`src/rtl/reg_wb_queue_pkg.sv`:
```
`default_nettype none
// ============================================================================
// Module      : reg_wb_queue_pkg
// Description : Shared widths, queue depth and load-queue entry layout for
//               the register write-back stage, plus a one-hot helper.
// Revision    : 1.0 - initial release
// ============================================================================
package reg_wb_queue_pkg;

  localparam int DATA_W = 16;               // register data width
  localparam int NREG   = 8;                // architectural registers
  localparam int ADDR_W = 3;                // log2(NREG)
  localparam int DEPTH  = 4;                // load queue entries, power of two
  localparam int PTR_W  = $clog2(DEPTH);    // circular-buffer pointer width

  // Queue entry: live clears when a newer ALU write targets the same register.
  typedef struct packed {
    logic              live;
    logic [ADDR_W-1:0] addr;
    logic [DATA_W-1:0] data;
  } wb_entry_t;

  function automatic logic [NREG-1:0] onehot(input logic [ADDR_W-1:0] a);
    logic [NREG-1:0] v;
    v    = '0;
    v[a] = 1'b1;
    return v;
  endfunction

endpackage : reg_wb_queue_pkg
`default_nettype wire

```
`src/rtl/reg_wb_queue_wb_queue.sv`:
```
`default_nettype none
// ============================================================================
// Module      : wb_queue
// Description : In-order circular buffer of pending load write-backs with a
//               broadcast kill port that marks matching entries dead.
// Ports       : clk, rst         - clock, synchronous active-high reset
//               push_i/entry_i   - enqueue an entry at the tail
//               pop_i            - dequeue the head entry
//               kill_i/addr_i    - mark live entries with that address dead
//               head_o           - current head entry
//               count_o          - occupied entries (0..DEPTH)
//               full_o, empty_o  - occupancy flags
//               live_mask_o      - bit r set while a live entry targets r
// Revision    : 1.0 - initial release
// ============================================================================
import reg_wb_queue_pkg::*;

module wb_queue (
  input  logic              clk,
  input  logic              rst,
  input  logic              push_i,
  input  wb_entry_t         push_entry_i,
  input  logic              pop_i,
  input  logic              kill_i,
  input  logic [ADDR_W-1:0] kill_addr_i,
  output wb_entry_t         head_o,
  output logic [ADDR_W-1:0] count_o,
  output logic              full_o,
  output logic              empty_o,
  output logic [NREG-1:0]   live_mask_o
);

  localparam logic [ADDR_W-1:0] C_DEPTH_CNT = ADDR_W'(DEPTH);
  localparam logic [ADDR_W-1:0] C_CNT_ONE   = ADDR_W'(1);
  localparam logic [PTR_W-1:0]  C_PTR_ONE   = PTR_W'(1);

  wb_entry_t         entries_q [DEPTH];
  logic [PTR_W-1:0]  head_q;
  logic [PTR_W-1:0]  tail_q;
  logic [ADDR_W-1:0] count_q;

  logic              w_push;
  logic              w_pop;

  assign full_o  = (count_q == C_DEPTH_CNT);
  assign empty_o = (count_q == '0);
  // A full queue refuses a push even when a pop happens the same cycle.
  assign w_push  = push_i && !full_o;
  assign w_pop   = pop_i && !empty_o;
  assign head_o  = entries_q[head_q];
  assign count_o = count_q;

  // Entry storage. Popped slots drop their live bit so the live mask only
  // reflects occupied entries. A push killed in the same cycle is older than
  // the ALU write and is stored dead.
  always_ff @(posedge clk) begin
    if (rst) begin
      for (int i = 0; i < DEPTH; i++) begin
        entries_q[i] <= '0;
      end
    end else begin
      for (int i = 0; i < DEPTH; i++) begin
        if (w_push && (tail_q == PTR_W'(i))) begin
          entries_q[i].addr <= push_entry_i.addr;
          entries_q[i].data <= push_entry_i.data;
          entries_q[i].live <= push_entry_i.live &&
                               !(kill_i && (push_entry_i.addr == kill_addr_i));
        end else if (w_pop && (head_q == PTR_W'(i))) begin
          entries_q[i].live <= 1'b0;
        end else if (kill_i && (entries_q[i].addr == kill_addr_i)) begin
          entries_q[i].live <= 1'b0;
        end
      end
    end
  end

  // Pointers wrap naturally because DEPTH is a power of two.
  always_ff @(posedge clk) begin
    if (rst) begin
      head_q  <= '0;
      tail_q  <= '0;
      count_q <= '0;
    end else begin
      if (w_push) begin
        tail_q <= tail_q + C_PTR_ONE;
      end
      if (w_pop) begin
        head_q <= head_q + C_PTR_ONE;
      end
      if (w_push && !w_pop) begin
        count_q <= count_q + C_CNT_ONE;
      end else if (w_pop && !w_push) begin
        count_q <= count_q - C_CNT_ONE;
      end
    end
  end

  always_comb begin
    live_mask_o = '0;
    for (int i = 0; i < DEPTH; i++) begin
      if (entries_q[i].live) begin
        live_mask_o[entries_q[i].addr] = 1'b1;
      end
    end
  end

endmodule : wb_queue
`default_nettype wire

```
`src/rtl/reg_wb_queue.sv`:
```
`default_nettype none
// ============================================================================
// Module      : reg_wb_queue
// Description : Write-back stage ahead of the register file. Merges
//               single-cycle ALU results with queued load results into one
//               registered write port (one-hot enables + shared data bus).
// Ports       : clk, rst                 - clock, synchronous active-high reset
//               alu_we_i/waddr_i/wdata_i - ALU result, always accepted
//               ld_valid_i/ld_ready_o    - load result handshake
//               ld_waddr_i/ld_wdata_i    - load destination and data
//               we_o, din_o              - registered register-file write port
//               pend_o                   - live queued loads per register
//               q_count_o                - load queue occupancy
// Revision    : 1.0 - initial release
// ============================================================================
import reg_wb_queue_pkg::*;

module reg_wb_queue (
  input  logic              clk,
  input  logic              rst,
  input  logic              alu_we_i,
  input  logic [ADDR_W-1:0] alu_waddr_i,
  input  logic [DATA_W-1:0] alu_wdata_i,
  input  logic              ld_valid_i,
  output logic              ld_ready_o,
  input  logic [ADDR_W-1:0] ld_waddr_i,
  input  logic [DATA_W-1:0] ld_wdata_i,
  output logic [NREG-1:0]   we_o,
  output logic [DATA_W-1:0] din_o,
  output logic [NREG-1:0]   pend_o,
  output logic [ADDR_W-1:0] q_count_o
);

  wb_entry_t         w_push_entry;
  wb_entry_t         w_head;
  logic              w_full;
  logic              w_empty;
  logic              w_push;
  logic              w_pop;

  logic [NREG-1:0]   we_q;
  logic [NREG-1:0]   we_d;
  logic [DATA_W-1:0] din_q;
  logic [DATA_W-1:0] din_d;

  assign ld_ready_o   = !rst && !w_full;
  assign w_push       = ld_valid_i && ld_ready_o;
  // ALU results own the write port; the queue only drains on idle ALU cycles.
  assign w_pop        = !alu_we_i && !w_empty;

  assign w_push_entry = '{live: 1'b1, addr: ld_waddr_i, data: ld_wdata_i};

  wb_queue u_queue (
    .clk          (clk),
    .rst          (rst),
    .push_i       (w_push),
    .push_entry_i (w_push_entry),
    .pop_i        (w_pop),
    .kill_i       (alu_we_i),
    .kill_addr_i  (alu_waddr_i),
    .head_o       (w_head),
    .count_o      (q_count_o),
    .full_o       (w_full),
    .empty_o      (w_empty),
    .live_mask_o  (pend_o)
  );

  // Issue priority: ALU, then live queue head. A dead head still consumes
  // its pop cycle but produces no write; din holds when nothing is written.
  always_comb begin
    we_d  = '0;
    din_d = din_q;
    if (alu_we_i) begin
      we_d  = onehot(alu_waddr_i);
      din_d = alu_wdata_i;
    end else if (w_pop && w_head.live) begin
      we_d  = onehot(w_head.addr);
      din_d = w_head.data;
    end
  end

  always_ff @(posedge clk) begin
    if (rst) begin
      we_q  <= '0;
      din_q <= '0;
    end else begin
      we_q  <= we_d;
      din_q <= din_d;
    end
  end

  assign we_o  = we_q;
  assign din_o = din_q;

endmodule : reg_wb_queue
`default_nettype wire

```
`config.mk`:
```
export PLATFORM = sky130hd
export DESIGN_NAME = reg_wb_queue
export DESIGN_NICKNAME = d
export VERILOG_FILES = /design/src/rtl/reg_wb_queue_pkg.sv /design/src/rtl/reg_wb_queue_wb_queue.sv /design/src/rtl/reg_wb_queue.sv
export SDC_FILE = /design/constraint.sdc
export NUM_CORES = 1
export LEC_CHECK = 0
export ABC_AREA = 1
export BUFFER_PORTS_ARGS = -buffer_cell sky130_fd_sc_hd__buf_4
export CAP_MARGIN = 20
export CORE_MARGIN = 1.5
export CORE_UTILIZATION = 54
export CTS_CLUSTER_DIAMETER = 80
export DETAILED_ROUTE_END_ITERATION = 16
export GPL_TIMING_DRIVEN = 0
export PLACE_DENSITY = 0.75
export SYNTH_ARGS = -nofsm -noshare
export SYNTH_HDL_FRONTEND = slang
export SYNTH_HIERARCHICAL = 1
export SYNTH_SLANG_ARGS = --single-unit
```
`constraint.sdc`:
```
create_clock -name clk -period 2.9 [get_ports clk]
set_clock_uncertainty 0.15 [all_clocks]
set_input_delay 0 -clock clk [delete_from_list [all_inputs] [get_ports clk]]
set_output_delay 0 -clock clk [all_outputs]
set_load 0.02 [all_outputs]
```
== After elaboration in Yosys (flattened, before gate mapping) ==
Memory sizes are Yosys's and may differ from the RTL's. A register that Yosys moved wholly into a read port is not among the register bits.
Cells that the tools add are included.

* Bits in registers: 31
* Bits in writable memories: 80
* Bits of input ports: 42
* Output and inout bits: 36
* Word-level logic and storage cells: 190
* Memories: 1

{| class="wikitable"
|+ Memories
! name !! words !! bits a word !! rd ports !! clocked after Yosys merged registers in !! write ports !! line !! RTL
|-
| u_queue.entries_q || 4 || 20 || 5 || 1 || 4 || reg_wb_queue_wb_queue.sv:37 || <nowiki>wb_entry_t entries_q [DEPTH];</nowiki>
|}

* Add/sub/neg operators: 4
* Magnitude comparators: 12
* Equal/unequal tests: 12
* Muxes and demuxes: 94
* Bitwise gates (word level): 23
* Reductions and logical operators: 39

{| class="wikitable"
|+ Operator list
! operator !! count
|-
| 16-bit 2-to-1 mux || 6
|-
| 1-bit 2-to-1 mux || 68
|-
| 8-bit 2-to-1 mux || 6
|-
| 1-bit logical AND || 27
|-
| 3-bit by 4-bit less-than comparator with 1-bit output, second input constant || 6
|-
| 8-bit OR || 3
|-
| 1-bit OR || 20
|-
| 1-bit demux with 3-bit select || 6
|-
| 3-bit by 1-bit >= comparator with 1-bit output, second input constant || 6
|-
| 3-bit 2-to-1 mux || 6
|-
| 3-bit == test || 5
|-
| 2-bit == test, second input constant || 4
|-
| 1-bit logical NOT || 7
|-
| 2-bit by 1-bit adder with 2-bit output, second input constant || 2
|-
| 2-bit by 1-bit == test with 1-bit output, second input constant || 2
|-
| 2-bit logical NOT || 2
|-
| 2-bit 2-to-1 mux || 2
|-
| 2-bit nonzero test || 2
|-
| 3-bit by 1-bit adder with 3-bit output, second input constant || 1
|-
| 3-bit == test, second input constant || 1
|-
| 3-bit logical NOT || 1
|-
| 3-bit by 1-bit subtractor with 3-bit output, second input constant || 1
|}

== Depth between registers and ports, before layout ==
Gate-level depths: netlist (run 1).

* Depth after elaboration: 12
* Mapped depth: 15
* Depth with buffers taken out: 15

== Cells and area by module ==
The synthesis (run 1) kept the hierarchy.

{| class="wikitable"
|+ Modules (own cells, without submodules)
! module !! times used !! cells an instance !! area an instance (µm²) !! seq. area each (µm²)
|-
| wb_queue || 1 || 530 || 4670.7 || 2582.5
|-
| reg_wb_queue || 1 || 224 || 1327.5 || 480.5
|}

== Least setup slack after synthesis (run 1) ==
Ideal clock, no wire load.

* Path kind: register to register
* Start point: reg u_queue.count_q[0] (netlist: u_queue/count_o[0])
* End point: reg u_queue.count_q[2] (netlist: u_queue/count_o[2])
* Library setup time: 0.113 ns
* Data arrival time: 2.384 ns
* Required time: 2.637 ns
* Path slack: 0.253 ns
* Stages on the path, launching flop included: 16
* Path buffers: 0
* Period minus slack after synthesis: 2.647 ns
* Cells stage by stage: dfxtp_1 -> nor2_2 -> nand2_4 -> inv_1 -> nor3b_1 -> nand2_4 -> inv_8 -> ha_1 -> inv_1 -> fa_1 -> inv_1 -> nand2_1 -> nand3_1 -> nand2_1 -> nand2_1 -> nor2_1

* Longest elaborated chain between the ends: 8
* Elaborated cells on any way between the ends: 18
* Classes of those cells: 2 x add/sub; 1 x eq/ne; 2 x mux; 13 x reduce/logical

{| class="wikitable"
|+ RTL lines
! item !! line !! RTL
|-
| from (decl) || reg_wb_queue_wb_queue.sv:40 || <nowiki>logic [ADDR_W-1:0] count_q;</nowiki>
|-
| from (signal assigned) || reg_wb_queue_wb_queue.sv:91 || <nowiki>count_q <= count_q + C_CNT_ONE;</nowiki>
|-
| from (signal assigned) || reg_wb_queue_wb_queue.sv:93 || <nowiki>count_q <= count_q - C_CNT_ONE;</nowiki>
|-
| 3-bit == test (*) || reg_wb_queue_wb_queue.sv:45 || <nowiki>assign full_o = (count_q == C_DEPTH_CNT);</nowiki>
|-
| named net w_full || reg_wb_queue.sv:36 || <nowiki>logic w_full;</nowiki>
|-
| 1-bit logical NOT (*) || reg_wb_queue.sv:46 || <nowiki>assign ld_ready_o = !rst && !w_full;</nowiki>
|-
| 1-bit logical AND (*) || reg_wb_queue.sv:46 ||
|-
| 1-bit logical AND (*) || reg_wb_queue.sv:47 || <nowiki>assign w_push = ld_valid_i && ld_ready_o;</nowiki>
|-
| named net w_push || reg_wb_queue.sv:38 || <nowiki>logic w_push;</nowiki>
|-
| 1-bit logical AND (*) || reg_wb_queue_wb_queue.sv:48 || <nowiki>assign w_push = push_i && !full_o;</nowiki>
|-
| named net u_queue.w_push || reg_wb_queue_wb_queue.sv:42 || <nowiki>logic w_push;</nowiki>
|-
| 1-bit logical NOT || reg_wb_queue_wb_queue.sv:92 || <nowiki>end else if (w_pop && !w_push) begin</nowiki>
|-
| 1-bit logical AND || reg_wb_queue_wb_queue.sv:92 ||
|-
| 2-bit nonzero test (no line) || n/a ||
|}

Mark *: on every way through the listed nets, which the timed path passes. The rest lies on a longest branch. The select of a mux whose other input is x is not followed.
A chain may end at the register's enable or synchronous reset.

== Worst setup path after layout (run 1) ==
* Start point: reg u_queue.count_q[0] (netlist: u_queue/count_o[0])
* End point: reg u_queue.count_q[1] (netlist: u_queue/count_o[1])

The elaborated chain is that of the path after synthesis.

==> results of run 1 <==
==> metal layers <==
| metal | up-vias | track usage (%) | share of wire (%) | routed length, um |
|---|---|---|---|---|
| li1 | 2686 | - | - | - |
| met1 | 2521 | 37.2 | 40 | 6550 |
| met2 | 300 | 49.0 | 48 | 7970 |
| met3 | 40 | 7.90 | 9.6 | 1590 |
| met4 | 0 | 13.3 | 2.2 | 367 |
| met5 | - | 0 | 0 | 0 |
==> layout make-up <==
| class | count | area, um2 |
|---|---|---|
| flip-flops and latches | 113 | 3060 |
| fillers | 805 | 3050 |
| multi-input cells | 523 | 2380 |
| repair buffers | 121 | 1020 |
| clock buffers | 18 | 418 |
| inverters | 85 | 327 |
| plain buffers | 33 | 240 |
| well taps | 140 | 175 |
| clock inverters | 14 | 163 |
==> sequential cells by signal, summed over array words and instances, names as in the netlist, named ones only <==
register	count
din_o	16
u_queue/count_o	3
u_queue/entries_q	80
u_queue/head_q	2
u_queue/tail_q	2
we_o	8
==> critical path: stages, from the launching register on <==
cell and delay (ps):
dfxtp_1 440, nor2_2 80, nand2_4 100, inv_1 80, nor3b_2 430, nand2_4 130
inv_8 120, ha_1 180, inv_1 70, fa_1 440, o21ai_0 220, nor2_1 60
==> cell families after synthesis <==
group,count (synthesis)
xor gates and xnor gates,1
buffers and inverters,118
other,1
DFF,113
AOI/OAI and AO/OA,70
adders and majority gates,10
and+or+nand+nor,441
==> per-stage QoR <==
stage	setup slack, ps	util [%]	std cells	hold slack, ps
4_1_cts	10.7	71.7	1047	114
3_3_place_gp	44.7	62.3	971	117
2_1_floorplan	253	-	754	-80.9
5_1_grt	140	71.8	1047	119
6_report	278	71.8	1047	126
3_5_place_dp	1.85	62.3	971	121
==> cell usage in the layout, fill, tap and decap left out, drive strengths merged <==
master and n:
o21ai 44, nand3 27, o22ai 19, nand2 178, clkinvlp 3, clkinv 5
nor2 215, buf 96, conb 1, ha 9, nor3b 1, nand4 18
bufinv 3, clkbuf 32, dfxtp 33, xor2 1, fa 1, inv 88
dlygate4sd3 44, nor3 2, edfxtp 80, a21oi 7
==> what timing repair did <==
action,CTS,global route
cloned,0,0
hold buffers,44,0
resized for setup,2,3
hold endpoints to repair,117,0
endpoints found under the setup margin,2,42
==> worst paths after layout <==
path,startpoint,cells past startpoint,endpoint,slack [ps]
setup / recovery,u_queue/count_o[0]$_SDFFE_PP0P_,11,u_queue/count_o[1]$_SDFFE_PP0P_,280
hold / removal,rst,3,flip-flop,130
setup reg to reg,u_queue/count_o[0]$_SDFFE_PP0P_,11,u_queue/count_o[1]$_SDFFE_PP0P_,280
hold reg to reg,din_o[3]$_SDFFE_PP0P_,4,din_o[3]$_SDFFE_PP0P_,370
==> power groups by stage <==
stage	clock (mW)	combinational [mW]	sequential, mW
after floorplan	0	1.03	2.15
after global routing	2.16	1.91	2.07
after detailed placement	0	1.63	2.08
after CTS	2.07	1.70	2.05
final	2.05	1.73	2.05
after global placement	0	1.59	2.08
==> flow_summary.yaml, run 1 <==
floorplanning:
  ioPinCount: 78
  die_h_um: 108
  dieWidth_um: 108
  dieArea_um2: 11700
  core_um2: 10800
  start_util_pct: 55.3
  row_count: 38
power:
  seq_power_share_pct: 35.2
  clock_power_share_pct: 35.2
  switching_share_pct: 34.2
  p_per_area_nw_per_um2: 749
  p_leak_nw: 3.59
  p_comb_share_pct: 29.6
  power.internal_mw: 3.84
  ir_drop_mv: 0.629
  power_mw: 5.84
  switchingPower_mw: 2.00
drt:
  vias_per_cell: 5.30
  num_vias: 5547
  drc: 0
  drtPass1Iterations: 5
  wl_per_cell_um: 15.7
  wl_um: 16500
  ant_nets: 0
  drtIter0Drc: 560
cells_and_area:
  nets: 946
  diodes: 0
  syn_to_final_growth_pct: 29.8
  drive_above_1_share_pct: 16.6
  fin_area_um2: 7790
timing:
  final-setup-viol-count: 0
  hold_viol: 0
  fmax_ghz: 0.381
  maxSlewViolCount: 0
  worstMarginPinSlew_ps: 693
  finalSetupTns_ps: 0
  relSlewSlack_pct: 53.3
  rsz0062_at_grt: "no"
  fin_crit_sh_pct: 90.4
  fin_crit_ps: 2620
flow_run:
  max_cap_viol_count: 0
yosys:
  ys.warnings.count: 6
  synth_commonest_cells: "nor2_1, nand2_1, inv_1"
  synth.area.mux_share_pct: 0
  synth_cell_types: 29
  ys.flop_type: "edfxtp_1"
  synth_top_cell_area_share_pct: 40.1
  yosys.area_share.simple_pct: 30.6
  synth_fp_nets: 806
  synth_top_family_by_area: "simple AND/OR/NAND/NOR gates"
  synth_edf_count: 80
  yosysTopAreaCell: "edfxtp_1"
  async_flop_share_pct: 0
  synth_area_leaders: "edfxtp_1, nor2_1, dfxtp_1, nand2_1, inv_1"
  yosys.area_share.adder_pct: 2.21
  ys_ff_latch: 113
  syn_area_um2: 6000
  synth.most_common_cell: "nor2_1"
  syn_area_per_cell_um2: 7.96
  netlist_instances: 754
  yosys.area_share.xor_xnor_pct: 0.146
  synth_compound_area_share_pct: 6.42
  seq_area_frac_synth_pct: 51.1
place:
  place_area_um2: 6750
  place_congestion: 0.916
  dp.final_hpwl_um: 10800
  io_buffers: 77
clocking:
  cts_num_sinks: 113
  cts_tree: "built"
  cts_setup_buffers: 0
  clk_pin_slew_worst_paths_ps: 60
  clk_latency_ps: 520
  cts-root-buf: "clkbuf_8"
  cts_buffers: 17
  clock_path_buffers: 2
  h-tree-depth: 4
worst_setup_path:
  worst_setup_path_end_kind: "flip-flop"
  path_max_fanout: 7
  critPathArrivalTime_ps: 2890
  worstSetupPathType: "reg -> reg"
  critPathRequiredTime_ps: 3160
  critPathLaunchType: "flip-flop"
grt:
  gr-total-overflow: 0
  grt_pass1_vias: 5356
  antenna_found_initial: 0
  grt_start_max_net_pins: 21
  grt_pass1_wl_um: 25900
  grt_usage_pct: 29.9
run_status:
  status: "complete, no violations"
hold_path:
  hold_class: "in -> reg"
Note: power is estimated with default switching activity, not from simulation.
==> run 2, diff against run 1 <==
--- a/config.mk
+++ b/config.mk
@@ -9,11 +9,10 @@
 export BUFFER_PORTS_ARGS = -buffer_cell sky130_fd_sc_hd__buf_4
 export CAP_MARGIN = 20
 export CORE_MARGIN = 1.5
-export CORE_UTILIZATION = 54
+export CORE_UTILIZATION = 41
 export CTS_CLUSTER_DIAMETER = 80
 export DETAILED_ROUTE_END_ITERATION = 16
 export GPL_TIMING_DRIVEN = 0
-export PLACE_DENSITY = 0.75
 export SYNTH_ARGS = -nofsm -noshare
 export SYNTH_HDL_FRONTEND = slang
 export SYNTH_HIERARCHICAL = 1
==> constraint.sdc (replaced) <==
create_clock -name clk -period 2.9 [get_ports clk]
set_clock_uncertainty 0.15 [all_clocks]
set_input_delay 0.29 -clock clk [delete_from_list [all_inputs] [get_ports clk]]
set_output_delay 0.29 -clock clk [all_outputs]
set_load 0.02 [all_outputs]
==> flow_summary.yaml, run 2 (synthesis results as in run 1) <==
cells_and_area:
  nFillCells: 1373
  largest_reg_flops: 80
  final_cell_mix: "nor2_1, nand2_1, inv_1"
  seqCellArea_um2: 3060
  layout_commonest_cell: "nor2_1"
  diodes: 0
  syn_to_final_growth_pct: 23.2
  nets: 903
  multi_input_area_um2: 2380
  drive_above_1_share_pct: 16.8
  regMostFlops: "u_queue/entries_q"
  post-route-util_pct: 51.2
floorplanning:
  row_count: 44
  core_um2: 14400
  die_h_um: 124
  dieArea_um2: 15400
  start_util_pct: 41.6
  dieWidth_um: 124
  ioPinCount: 78
power:
  p_per_area_nw_per_um2: 772
  p_leak_nw: 3.40
  ir_drop_mv: 0.441
drt:
  drtPass1Iterations: 5
  drc: 0
  drtIter0Drc: 354
  vias_per_cell: 4.92
  wl_um: 15900
  ant_nets: 0
  wl_per_cell_um: 15.1
  num_vias: 5156
worst_setup_path:
  critPathLaunchType: "flip-flop"
  critPathRequiredTime_ps: 3050
  r2r_cells: 15
  critical_path_cell_count: 15
  worstSetupEndpoint: "u_queue/count_o[2]$_SDFFE_PP0P_"
  path_max_fanout: 7
  rrSetupSlack_ps: 350
  worstPathCellList: "nor2_2 -> nand2_4 -> inv_1 -> nor3b_2 -> nand2_4 -> inv_8 -> ha_1 -> inv_1 -> fa_1 -> inv_1 -> nand2_1 -> nand3_1 -> nand2_1 -> nand2_1 -> nor2_1"
  crit_path_max_incr_delay_ps: 440
  r2r_start: "u_queue/count_o[0]$_SDFFE_PP0P_"
  worst_setup_path_end_kind: "flip-flop"
  startpoint: "u_queue/count_o[0]$_SDFFE_PP0P_"
  crit_buf_inv: 4
  cp_top_family: "simple AND/OR/NAND/NOR gates"
  reg2reg_to: "u_queue/count_o[2]$_SDFFE_PP0P_"
  critPathArrivalTime_ps: 2700
  cpMaxStageDelayCell: "dfxtp_1"
  worstSetupPathType: "reg -> reg"
timing:
  final-setup-viol-count: 0
  fin_crit_sh_pct: 87.8
  worstMarginPinSlew_ps: 641
  hold_viol: 0
  fmax_ghz: 0.393
  finalWorstSetupSlack_ps: 353
  rsz0062_at_grt: "no"
  hold_slack_ps: 59.4
  maxSlewViolCount: 0
  fin_crit_ps: 2550
  finalSetupTns_ps: 0
  relSlewSlack_pct: 57.3
place:
  io_buffers: 77
  dp.final_hpwl_um: 11100
  place_congestion: 0.893
  dp_slack_ps: -173
hold_path:
  worstHoldStart: "alu_wdata_i[7]"
  hold_class: "in -> reg"
clocking:
  cts_tree: "built"
  cts_num_sinks: 113
  cts-root-buf: "clkbuf_16"
  cts_buffers: 17
  clk_pin_slew_worst_paths_ps: 50
  clock_path_buffers: 2
  h-tree-depth: 4
  clk_latency_ps: 410
flow_run:
  max_cap_viol_count: 0
grt:
  antenna_found_initial: 0
  grt_usage_pct: 21.7
  grt_start_max_net_pins: 21
  grt_pass1_wl_um: 24600
  grt_pass1_vias: 4844
  gr-total-overflow: 0
run_status:
  status: "complete, no violations"
## run 2: cell types whose count changed in the layout (fill, tap and decap cells not counted), sizes merged
cell / change
bufinv: -1
clkbuf: +7
clkinvlp: -2
clkinv: -1
inv: -3
dlygate4sd3: -43
## run 2: repair_timing
| item | CTS | global route |
|---|---|---|
| endpoints found under the setup margin | 3 | 22 |
| hold buffers | 1 | 0 |
| buffers inserted | 0 | 0 |
| resized for setup | 3 | 2 |
| endpoints found under the hold margin | 5 | 0 |
## run 2: worst min-delay path, cell delays in order
cell,delay (ps)
buf_4,80
nand2_1,40
nand2_1,60
nor2_1,40
nor2_1,80
## run 2: final cells by class
type                       instances  share of cell area, %
sequential                       113                   41.4
clock buffer                      25                   6.43
buffer                            33                   3.25
timing repair buffer              78                   7.96
clock inverter                     7                   1.15
inverter                          85                   4.42
multi-input combinational        523                   32.2
tap                              184                   3.11
## run 2: worst min-delay path by stage
stage / depth (start not counted) / endpoint
2_1_floorplan: 1 / flip-flop
3_3_place_gp: 4 / din_o[8]$_SDFFE_PP0P_
3_5_place_dp: 4 / din_o[5]$_SDFFE_PP0P_
4_1_cts: 5 / din_o[8]$_SDFFE_PP0P_
5_1_grt: 5 / din_o[7]$_SDFFE_PP0P_
6_report: 5 / din_o[7]$_SDFFE_PP0P_
## run 2: stage by stage
step / cells / instance area (um2) / total power, mW
after floorplan: 754 / 6000 / 3.17
after global placement: 1015 / 6810 / 3.70
after detailed placement: 1015 / 6810 / 3.74
after CTS: 1048 / 7380 / 5.75
after global routing: 1048 / 7390 / 6.02
final: 1048 / 7390 / 5.71
## run 2: power breakdown
part	internal [mW]	leakage (nW)	switching, mW	total (mW)
clock	1.30	0.270	0.691	1.99
combinational	0.557	2.03	1.11	1.67
sequential	1.93	1.10	0.112	2.05
## run 2: metal layers
metal / GRT usage, % / routed length (um)
met5: 0 / 0
met4: 10.4 / 335
met3: 4.44 / 1010
met2: 36.0 / 7620
met1: 27.2 / 6900
